$ cat config.mk
export PLATFORM = sky130hd
export DESIGN_NAME = pencere_besleyici
export DESIGN_NICKNAME = d
export VERILOG_FILES = /design/src/rtl/pencere_besleyici.sv
export SDC_FILE = /design/constraint.sdc
export NUM_CORES = 1
export LEC_CHECK = 0
export CAP_MARGIN = 0
export CORE_ASPECT_RATIO = 0.7
export CORE_MARGIN = 8
export CORE_UTILIZATION = 65
export DETAILED_ROUTE_END_ITERATION = 7
export PLACE_DENSITY = 0.83
export SLEW_MARGIN = 30
export SYNTH_ARGS = -nofsm -noshare
export SYNTH_HDL_FRONTEND = slang
export SYNTH_SLANG_ARGS = --single-unit
$ cat constraint.sdc
create_clock -name clk_i -period 4.2 [get_ports clk_i]
set_input_delay 0.63 -clock clk_i [delete_from_list [all_inputs] [get_ports clk_i]]
set_output_delay 0.63 -clock clk_i [all_outputs]
set_load 0.05 [all_outputs]
$ cat src/rtl/pencere_besleyici.sv
// pencere_besleyici: raster-order pixel feeder. Keeps two line buffers and a
// 3x3 window, and streams each interior window serially to medyan_birimi.
`ifndef PIXEL_BIT
`define PIXEL_BIT 8
`endif

module pencere_besleyici #(
  parameter int GENISLIK  = 8,
  parameter int YUKSEKLIK = 8
) (
  input  logic                  clk_i,
  input  logic                  rstn_i,
  input  logic [`PIXEL_BIT-1:0] piksel_i,
  input  logic                  piksel_gecerli_i,
  output logic                  piksel_hazir_o,
  output logic [`PIXEL_BIT-1:0] sayi_o,
  output logic                  sayi_gecerli_o,
  output logic                  pencere_son_o,
  output logic                  kare_son_o
);
  localparam int PB = `PIXEL_BIT;
  localparam int CW = $clog2(GENISLIK);
  localparam int RW = $clog2(YUKSEKLIK);

  typedef enum logic {BOSTA, YAYIN} state_t;

  state_t                  state;
  logic [3:0]              k;
  logic [CW-1:0]           sutun;
  logic [RW-1:0]           satir;
  logic [PB-1:0]           lb0 [GENISLIK];
  logic [PB-1:0]           lb1 [GENISLIK];
  // [row][col]: row 0 is the oldest line, col 2 the newest column
  logic [2:0][2:0][PB-1:0] win, win_nx;
  logic [8:0][PB-1:0]      samp;
  logic                    kare_win;
  logic                    accept, win_ok, last_pix;
  logic [3:0]              knx;

  assign accept   = rstn_i & piksel_gecerli_i & piksel_hazir_o;
  assign win_ok   = (satir >= RW'(2)) && (sutun >= CW'(2));
  assign last_pix = (satir == RW'(YUKSEKLIK-1)) && (sutun == CW'(GENISLIK-1));
  assign knx      = k + 4'd1;

  always_comb begin
    win_nx = win;
    for (int r = 0; r < 3; r++) begin
      win_nx[r][0] = win[r][1];
      win_nx[r][1] = win[r][2];
    end
    win_nx[0][2] = lb1[sutun];
    win_nx[1][2] = lb0[sutun];
    win_nx[2][2] = piksel_i;
  end

  always_comb begin
    samp = '0;
    for (int i = 0; i < 9; i++) samp[i] = win[i/3][i%3];
  end

  // Line buffers carry no reset; every entry is rewritten before it is read.
  always_ff @(posedge clk_i) begin
    if (accept) begin
      lb1[sutun] <= lb0[sutun];
      lb0[sutun] <= piksel_i;
    end
  end

  always_ff @(posedge clk_i or negedge rstn_i) begin
    if (!rstn_i) begin
      state          <= BOSTA;
      k              <= '0;
      sutun          <= '0;
      satir          <= '0;
      win            <= '0;
      kare_win       <= 1'b0;
      piksel_hazir_o <= 1'b1;
      sayi_o         <= '0;
      sayi_gecerli_o <= 1'b0;
      pencere_son_o  <= 1'b0;
      kare_son_o     <= 1'b0;
    end else begin
      case (state)
        BOSTA: begin
          if (accept) begin
            win <= win_nx;
            if (sutun == CW'(GENISLIK-1)) begin
              sutun <= '0;
              satir <= (satir == RW'(YUKSEKLIK-1)) ? '0 : satir + RW'(1);
            end else begin
              sutun <= sutun + CW'(1);
            end
            if (win_ok) begin
              state          <= YAYIN;
              k              <= '0;
              kare_win       <= last_pix;
              sayi_o         <= win_nx[0][0];
              sayi_gecerli_o <= 1'b1;
              piksel_hazir_o <= 1'b0;
            end
          end
        end
        YAYIN: begin
          if (k == 4'd8) begin
            state          <= BOSTA;
            k              <= '0;
            sayi_o         <= '0;
            sayi_gecerli_o <= 1'b0;
            pencere_son_o  <= 1'b0;
            kare_son_o     <= 1'b0;
            piksel_hazir_o <= 1'b1;
          end else begin
            k             <= knx;
            sayi_o        <= samp[knx];
            pencere_son_o <= (knx == 4'd8);
            kare_son_o    <= (knx == 4'd8) && kare_win;
          end
        end
        default: state <= BOSTA;
      endcase
    end
  end
endmodule

==> impl_results.rst <==
.. list-table::
   :header-rows: 1

   * - Metric
     - Value
   * - CTS tree
     - built
   * - Placed instance count
     - 889
   * - Effective utilization at floorplan
     - 67.1%
   * - Initial antenna violation count
     - 0
   * - Estimated wirelength of the detail-placed design
     - 13.1 mm
   * - Post-synth net total
     - 719
   * - DR pass1 iterations
     - 5
   * - Largest family of logic cells by synthesized area
     - compound AO/OA/AOI/OAI gates
   * - Post-synthesis xor/xnor area fraction
     - 0.0931%
   * - Syn Inst Count
     - 700
   * - Clock-pin slew on the worst setup and hold paths
     - 0.06 ns
   * - Die W
     - 160 um
   * - Total vias in the final route
     - 5968
   * - Maximum number of pins on one net before global-route repair
     - 80
   * - Routability Congestion
     - 0.852
   * - Max Slew Vio Count
     - 0
   * - Sink count of the clock tree
     - 224
   * - Layout Area Growth over Synthesis
     - 10.8%
   * - Die Outline Area
     - 0.0186 mm^2
   * - Residual overflow from global routing
     - 0
   * - Adder-cell share of the synthesized area
     - 1.06%
   * - Endpoint kind of the worst setup timing path
     - flip-flop
   * - Average wire per standard cell
     - 22.1 um
   * - Synthesized area
     - 0.00940 mm^2
   * - Number of DRC markers in iteration 0
     - 614
   * - Share of post-route cells with drive strength above 1
     - 14.5%
   * - Share of flip-flops with an asynchronous set or reset
     - 42.9%
   * - Largest buffer count on any clock path
     - 3
   * - Area of the core
     - 0.0140 mm^2
   * - Total Wirelength
     - 20.5 mm
   * - Total number of H-tree levels
     - 1
   * - CTS root buf
     - sky130_fd_sc_hd__clkbuf_16
   * - Fillers
     - 851
   * - Reported leakage power
     - 4.06 nW
   * - Final Hold Fails
     - 0
   * - Kind of start point of the critical path
     - flip-flop
   * - Most used flip-flop cell after synthesis
     - sky130_fd_sc_hd__edfxtp_1
   * - Placed instance area
     - 0.00980 mm^2
   * - Multiplexer share of the synthesized area
     - 9.55%
   * - Number of routed nets with antenna violations
     - 0
   * - Post-Route Skew
     - 0.0184 ns
   * - Utilization after layout
     - 74.4%
   * - Count of pins on the block boundary
     - 23
   * - Number of synthesized flops with an enable pin
     - 128
   * - Transition at the pin with the smallest max-transition slack
     - 0.911 ns
   * - Critical setup path kind
     - reg2reg
   * - Largest fanout of any net on the critical path
     - 25
   * - Run status
     - finished, final reports clean
   * - Sequential element share of the synthesized area
     - 66.4%
   * - Synth Warn #
     - 0
   * - Via count of the first global-routing pass
     - 6163
   * - Max-cap violations
     - 0
   * - Total inserted antenna cells
     - 0
   * - Number of buffers added by the clock tree synthesis step
     - 21
   * - Power per unit of standard cell area
     - 755 mW/mm^2
   * - Compound-cell area share of the yosys netlist
     - 10.3%
   * - Aggregate negative setup slack
     - 0 ns
   * - Simple-Gate Fraction of Synth Area
     - 9.69%
   * - FP Rows
     - 36
   * - Worst relative slew slack
     - 39.3%
   * - Worst hold path class
     - reg2reg
   * - First-pass GRT wire length
     - 33.1 mm
   * - Total Nets Final
     - 742
   * - Quantity of gates resized following cts
     - 0
   * - Average vias per placed instance
     - 6.43
   * - Count of placed standard cells in the final layout, fillers left out
     - 928
   * - Final design area excluding fillers
     - 0.0104 mm^2
   * - Arrival time worst endpoint
     - 3.15 ns
   * - Clock latency on the worst-skew pair
     - 0.50 ns
   * - Library cells used by synthesis
     - 56
   * - Final worst-path cycle share
     - 65.0%
   * - Worst vdd ir
     - 0.332 mV
   * - All-Layer GR Usage
     - 22.5%
   * - Count of input and output buffers
     - 22
   * - Post-synthesis average cell area
     - 13.4 um^2
   * - Data required time at the worst endpoint
     - 4.62 ns
   * - WHS
     - 0.468 ns
   * - Fmax achieved
     - 366 MHz
   * - Setup repair after global routing missed its margin
     - no
   * - Final setup vio count
     - 0
   * - Post-route minimum period
     - 2.73 ns
   * - Register bit total from synthesis
     - 224
   * - Vert. Die Dim
     - 117 um
   * - Post-route DRC
     - 0
[layer usage]
metal  GRT usage [%]  vias to the layer above  wire [um]
met2            36.6                      279       9810
met3            4.30                       52       1610
met4            6.45                        0        507
met1            31.1                     2997       8610
li1                -                     2640          -
met5               0                        -          0
[cell type report]
cell class / instances / area (um^2) / area share [%]
clock buffers: 26 / 544 / 5.22
clock inverters: 12 / 63.8 / 0.612
inverters: 15 / 56.3 / 0.540
multi-input cells: 421 / 2910 / 27.9
flip-flops and latches: 224 / 6250 / 60.0
well taps: 190 / 238 / 2.28
repair buffers: 40 / 359 / 3.45
[registers in the layout, summed over array words and instances (netlist names)]
register and flops:
samp 72, lb0 64, lb1 64, sayi_o 8, k 4, satir 3
sutun 3, kare_son_o 1, kare_win 1, pencere_son_o 1, piksel_hazir_o 1, sayi_gecerli_o 1
state 1
[layout by cell type, fill, tap and decap left out, types with 14 or more instances in the layout]
| master | n |
|---|---|
| sky130_fd_sc_hd__clkdlybuf4s50_1 | 21 |
| sky130_fd_sc_hd__nand2_1 | 171 |
| sky130_fd_sc_hd__mux4_2 | 26 |
| sky130_fd_sc_hd__mux2_2 | 18 |
| sky130_fd_sc_hd__dfrtp_1 | 94 |
| sky130_fd_sc_hd__edfxtp_1 | 128 |
| sky130_fd_sc_hd__clkbuf_16 | 21 |
| sky130_fd_sc_hd__a21oi_1 | 26 |
| sky130_fd_sc_hd__a31oi_1 | 14 |
| sky130_fd_sc_hd__o21ai_0 | 26 |
| sky130_fd_sc_hd__nor2_1 | 18 |
| sky130_fd_sc_hd__buf_4 | 17 |
[synthesized netlist by cell type (all sizes together) (2+ instances only)]
master,number,area (um^2)
and3b,2,17.5
o21a,2,15.0
a31oi,14,87.6
mux2,20,233
dfrtp,95,2380
or3,3,18.8
buf,33,185
inv,14,52.6
edfxtp,128,3840
a22o,5,43.8
o21ai,29,145
a22oi,8,60.1
nor2b,4,25.0
a32oi,9,78.8
o211ai,3,22.5
a221o,4,40.0
nand3b,3,22.5
nand2,172,646
and2,2,12.5
a221oi,12,118
nor2,18,67.6
a21oi,26,130
nor3,5,25.0
o22a,4,35.0
nand3,5,25.0
mux4,26,586
nand2b,2,12.5
clkbuf,7,26.3
a21o,3,22.5
o22ai,9,56.3
mux2i,8,80.1
ha,8,100
[cells by family (layout without fill, tap and decap cells)]
family | Yosys count | count (layout)
compound gates | 137 | 137
xor+xnor | 1 | 1
fa+ha+maj | 8 | 8
buf+inv | 55 | 93
flops | 224 | 224
mux | 54 | 54
simple gates | 221 | 221
[worst paths after layout]
check | from | end | slack [ns] | depth (start not counted)
setup / recovery | k[0]$_DFFE_PN0P_ | sayi_o[3]$_DFFE_PN0P_ | 1.47 | 6
hold / removal | samp[24]$_DFFE_PN0P_ | samp[24]$_DFFE_PN0P_ | 0.47 | 2
setup reg to reg | k[0]$_DFFE_PN0P_ | sayi_o[3]$_DFFE_PN0P_ | 1.47 | 6
hold reg to reg | samp[24]$_DFFE_PN0P_ | samp[24]$_DFFE_PN0P_ | 0.47 | 2
max in group asynchronous | rstn_i | sutun[2]$_DFFE_PN0P_ | 2.66 | 3
min in group asynchronous | rstn_i | satir[2]$_DFFE_PN0P_ | 0.56 | 2
[report_power, final]
part | internal [mW] | switching, mW | leakage (nW)
Combinational | 1.08 | 1.65 | 1.42
Clock | 0.926 | 0.791 | 0.297
Sequential | 2.99 | 0.429 | 2.35
[per-stage QoR]
| stage | power, mW | setup WS (ns) |
|---|---|---|
| 4_1_cts | 7.87 | 1.53 |
| 3_3_place_gp | 5.98 | 1.50 |
| 6_report | 7.86 | 1.47 |
| 2_1_floorplan | 5.33 | 1.66 |
| 5_1_grt | 8.25 | 1.34 |
| 3_5_place_dp | 6.13 | 1.45 |
[critical path, cell delays in order (launching register included)]
cell and delay [ns]:
sky130_fd_sc_hd__dfrtp_1 0.32, sky130_fd_sc_hd__buf_4 0.38, sky130_fd_sc_hd__inv_1 0.12, sky130_fd_sc_hd__ha_1 0.66
sky130_fd_sc_hd__nor2_1 0.73, sky130_fd_sc_hd__a32oi_1 0.26, sky130_fd_sc_hd__a21oi_1 0.18
[repair_timing]
action | 4_1_cts | 5_1_grt
hold endpoints to repair | 14 | 0
buffers inserted | 0 | 0
hold buffers | 1 | 0
Power figures use the tool's default switching activity.
==> variant, RTL diff (same flow settings) <==
Add an input register stage for `piksel_i` and `piksel_gecerli_i`, without a reset; this delays them by one clock.
--- a/src/rtl/pencere_besleyici.sv
+++ b/src/rtl/pencere_besleyici.sv
@@ -24,6 +24,14 @@
 
   typedef enum logic {BOSTA, YAYIN} state_t;
 
+  logic [`PIXEL_BIT-1:0] piksel_q;
+  logic piksel_gecerli_q;
+
+  always_ff @(posedge clk_i) begin
+    piksel_q         <= piksel_i;
+    piksel_gecerli_q <= piksel_gecerli_i;
+  end
+
   state_t                  state;
   logic [3:0]              k;
   logic [CW-1:0]           sutun;
@@ -37,7 +45,7 @@
   logic                    accept, win_ok, last_pix;
   logic [3:0]              knx;
 
-  assign accept   = rstn_i & piksel_gecerli_i & piksel_hazir_o;
+  assign accept   = rstn_i & piksel_gecerli_q & piksel_hazir_o;
   assign win_ok   = (satir >= RW'(2)) && (sutun >= CW'(2));
   assign last_pix = (satir == RW'(YUKSEKLIK-1)) && (sutun == CW'(GENISLIK-1));
   assign knx      = k + 4'd1;
@@ -50,7 +58,7 @@
     end
     win_nx[0][2] = lb1[sutun];
     win_nx[1][2] = lb0[sutun];
-    win_nx[2][2] = piksel_i;
+    win_nx[2][2] = piksel_q;
   end
 
   always_comb begin
@@ -62,7 +70,7 @@
   always_ff @(posedge clk_i) begin
     if (accept) begin
       lb1[sutun] <= lb0[sutun];
-      lb0[sutun] <= piksel_i;
+      lb0[sutun] <= piksel_q;
     end
   end
 
Formal check against the unedited RTL: no difference found for any inputs over 10 cycles, from zero or initial values and one cycle with rstn_i low; that may be too few to reach the edited logic, so the function may still have changed.
==> variant against the unedited design <==
  * Sequential share of layout area is 0.14 points lower
  * Die area is 2.3% higher
  * Combinational power is 1% higher
  * Critical path type unchanged
  * Largest power group unchanged
  * Cell count is 3.1% higher
  * Critical endpoint is now sayi_o[4]$_DFFE_PN0P_
  * Core utilization is 0.70 points lower
  * Clock power is 10% higher
  * Non-clock buffer count is 2 lower
  * Worst setup slack worse by 0.17 ns
  * Largest cell class unchanged
  * Sequential cell count is 9 higher
  * Cell area is 3.1% higher
  * Power is 4.1% higher
  * Critical path depth is 1 higher
  * Synthesized area is 2.6% higher
  * Wire length is 6.7% higher
==> variant: results (changes against the unedited design) <==
stage;metric;value;unit;change
outcome;outcome;finished, final reports clean;;unchanged
synth;mux cell area share after synthesis;10.48;%;was 9.554%
drt;DR iter-0 viols;753;;was 614
drt;Via Count;6183;;was 5968
drt;final wirelength;21.91;mm;was 20.54 mm
global_route;Total Routing Usage GR;23.41;%;was 22.54%
placed_design;pre-CTS WS;1.172;ns;was 1.448 ns
placed_design;gpl congestion;0.8405;;was 0.8515
finish;nets;765;;was 742
synth;Post-synth ARST share;41.20;%;was 42.86%
global_route;met2 usage;37.12;%;was 36.62%
drt;met2 WL;10.60;mm;was 9.810 mm
power_and_ir_drop;Worst VDD drop;0.0004135;V;was 0.0003318 V
sta;Worst-Margin Slew;0.9361;ns;was 0.9111 ns
sta;skew final;0.02552;ns;was 0.01837 ns
global_route;vias in the first global route;6440;;was 6163
clocking;number of H-tree levels;1;;unchanged
placed_design;Placed Instances;917;;was 889
power_and_ir_drop;leakage;4.232;nW;was 4.061 nW
global_route;largest net degree at the start of global routing;63;;was 80
synth;Synth Area in XOR/XNOR;0.09078;%;was 0.09315%
synth;Mapped Nets;743;;was 719
global_route;GRT met1 Usage;32.40;%;was 31.05%
setup_path;worst-path fanout max;24;;was 25
drt;M1 WL;8.791;mm;was 8.612 mm
hold_path;HP Class;in2async;;was reg2reg
clocking;Clock Path Buffers;3;;unchanged
synth;post-synth cell types;54;;was 56
power_and_ir_drop;Net Sw Power;0.002939;W;was 0.002867 W
placed_design;Post-DP HPWL;13.85;mm;was 13.15 mm
finish;Cell Count, Final, Fillers Out;957;;was 928
synth;top cells by count, synth;nand2_1, edfxtp_1, dfrtp_1, mux4_2, o21ai_0;;was nand2_1, edfxtp_1, dfrtp_1
synth;Synth Area in Adders;1.037;%;was 1.065%
global_route;first-pass GRT wire length;35.10;mm;was 33.09 mm
placed_design;area of placed instances;10070;um2;was 9799 um2
drt;DR WL met3;1.933;mm;was 1.608 mm
finish;share of layout cells above drive strength 1;14.04;%;was 14.50%
clocking;Worst-Skew Late Latency;0.52;ns;was 0.50 ns
clocking;CTS buffer count;22;;was 21
synth;Syn Inst Count;724;;was 700
synth;sequential share of the synthesized area;66.62;%;was 66.44%
synth;Synth Area in Compound Gates;7.638;%;was 10.31%
global_route;met3 GRT Util;4.228;%;was 4.296%
setup_path;crit path DAT;3.28;ns;was 3.15 ns
variant: cell types whose count changed after synthesis, sizes merged, moves of 6 or more:
cell	change
clkbuf	+7
mux2i	+6
a221oi	-12
buf	-7
a31oi	+8
nand2b	+17
a32oi	-8
nand2	+7
dfxtp	+9
a21oi	-8
variant: final timing paths:
| check | end | cells past startpoint | slack (ns) |
|---|---|---|---|
| worst max-delay path | sayi_o[4]$_DFFE_PN0P_ | 7 | 1.30 |
| worst min-delay path | kare_son_o$_DFFE_PN0P_ | 1 | 0.07 |
| worst max register to register | sayi_o[4]$_DFFE_PN0P_ | 7 | 1.30 |
| worst min register to register | samp[51]$_DFFE_PN0P_ | 2 | 0.48 |
| max in group asynchronous | samp[17]$_DFFE_PN0P_ | 2 | 2.98 |
| min in group clk_i | samp[51]$_DFFE_PN0P_ | 2 | 0.48 |
variant: power by group through the flow:
stage,clock network (W),logic [W],registers [W]
6_report,0.00190,0.00277,0.00352
5_1_grt,0.00199,0.00301,0.00357
4_1_cts,0.00190,0.00275,0.00351
3_5_place_dp,0,0.00271,0.00354
3_3_place_gp,0,0.00260,0.00350
2_1_floorplan,0,0.00190,0.00350
variant: final cells by class:
| type | instances | area, um2 |
|---|---|---|
| sequential | 233 | 6429 |
| inverter | 13 | 48.80 |
| fill | 882 | 3836 |
| tap | 195 | 244.0 |
| clock inverter | 9 | 85.08 |
| clock buffer | 31 | 594.3 |
| timing repair buffer | 38 | 350.3 |
| multi-input combinational | 438 | 2995 |
variant: critical path, stage by stage, from the launching register on:
cell     delay [ns]
dfrtp_1        0.33
buf_4          0.38
inv_1          0.14
ha_1           0.93
and4b_1        0.28
a32o_1         0.35
a21oi_1        0.25
a31oi_1        0.11
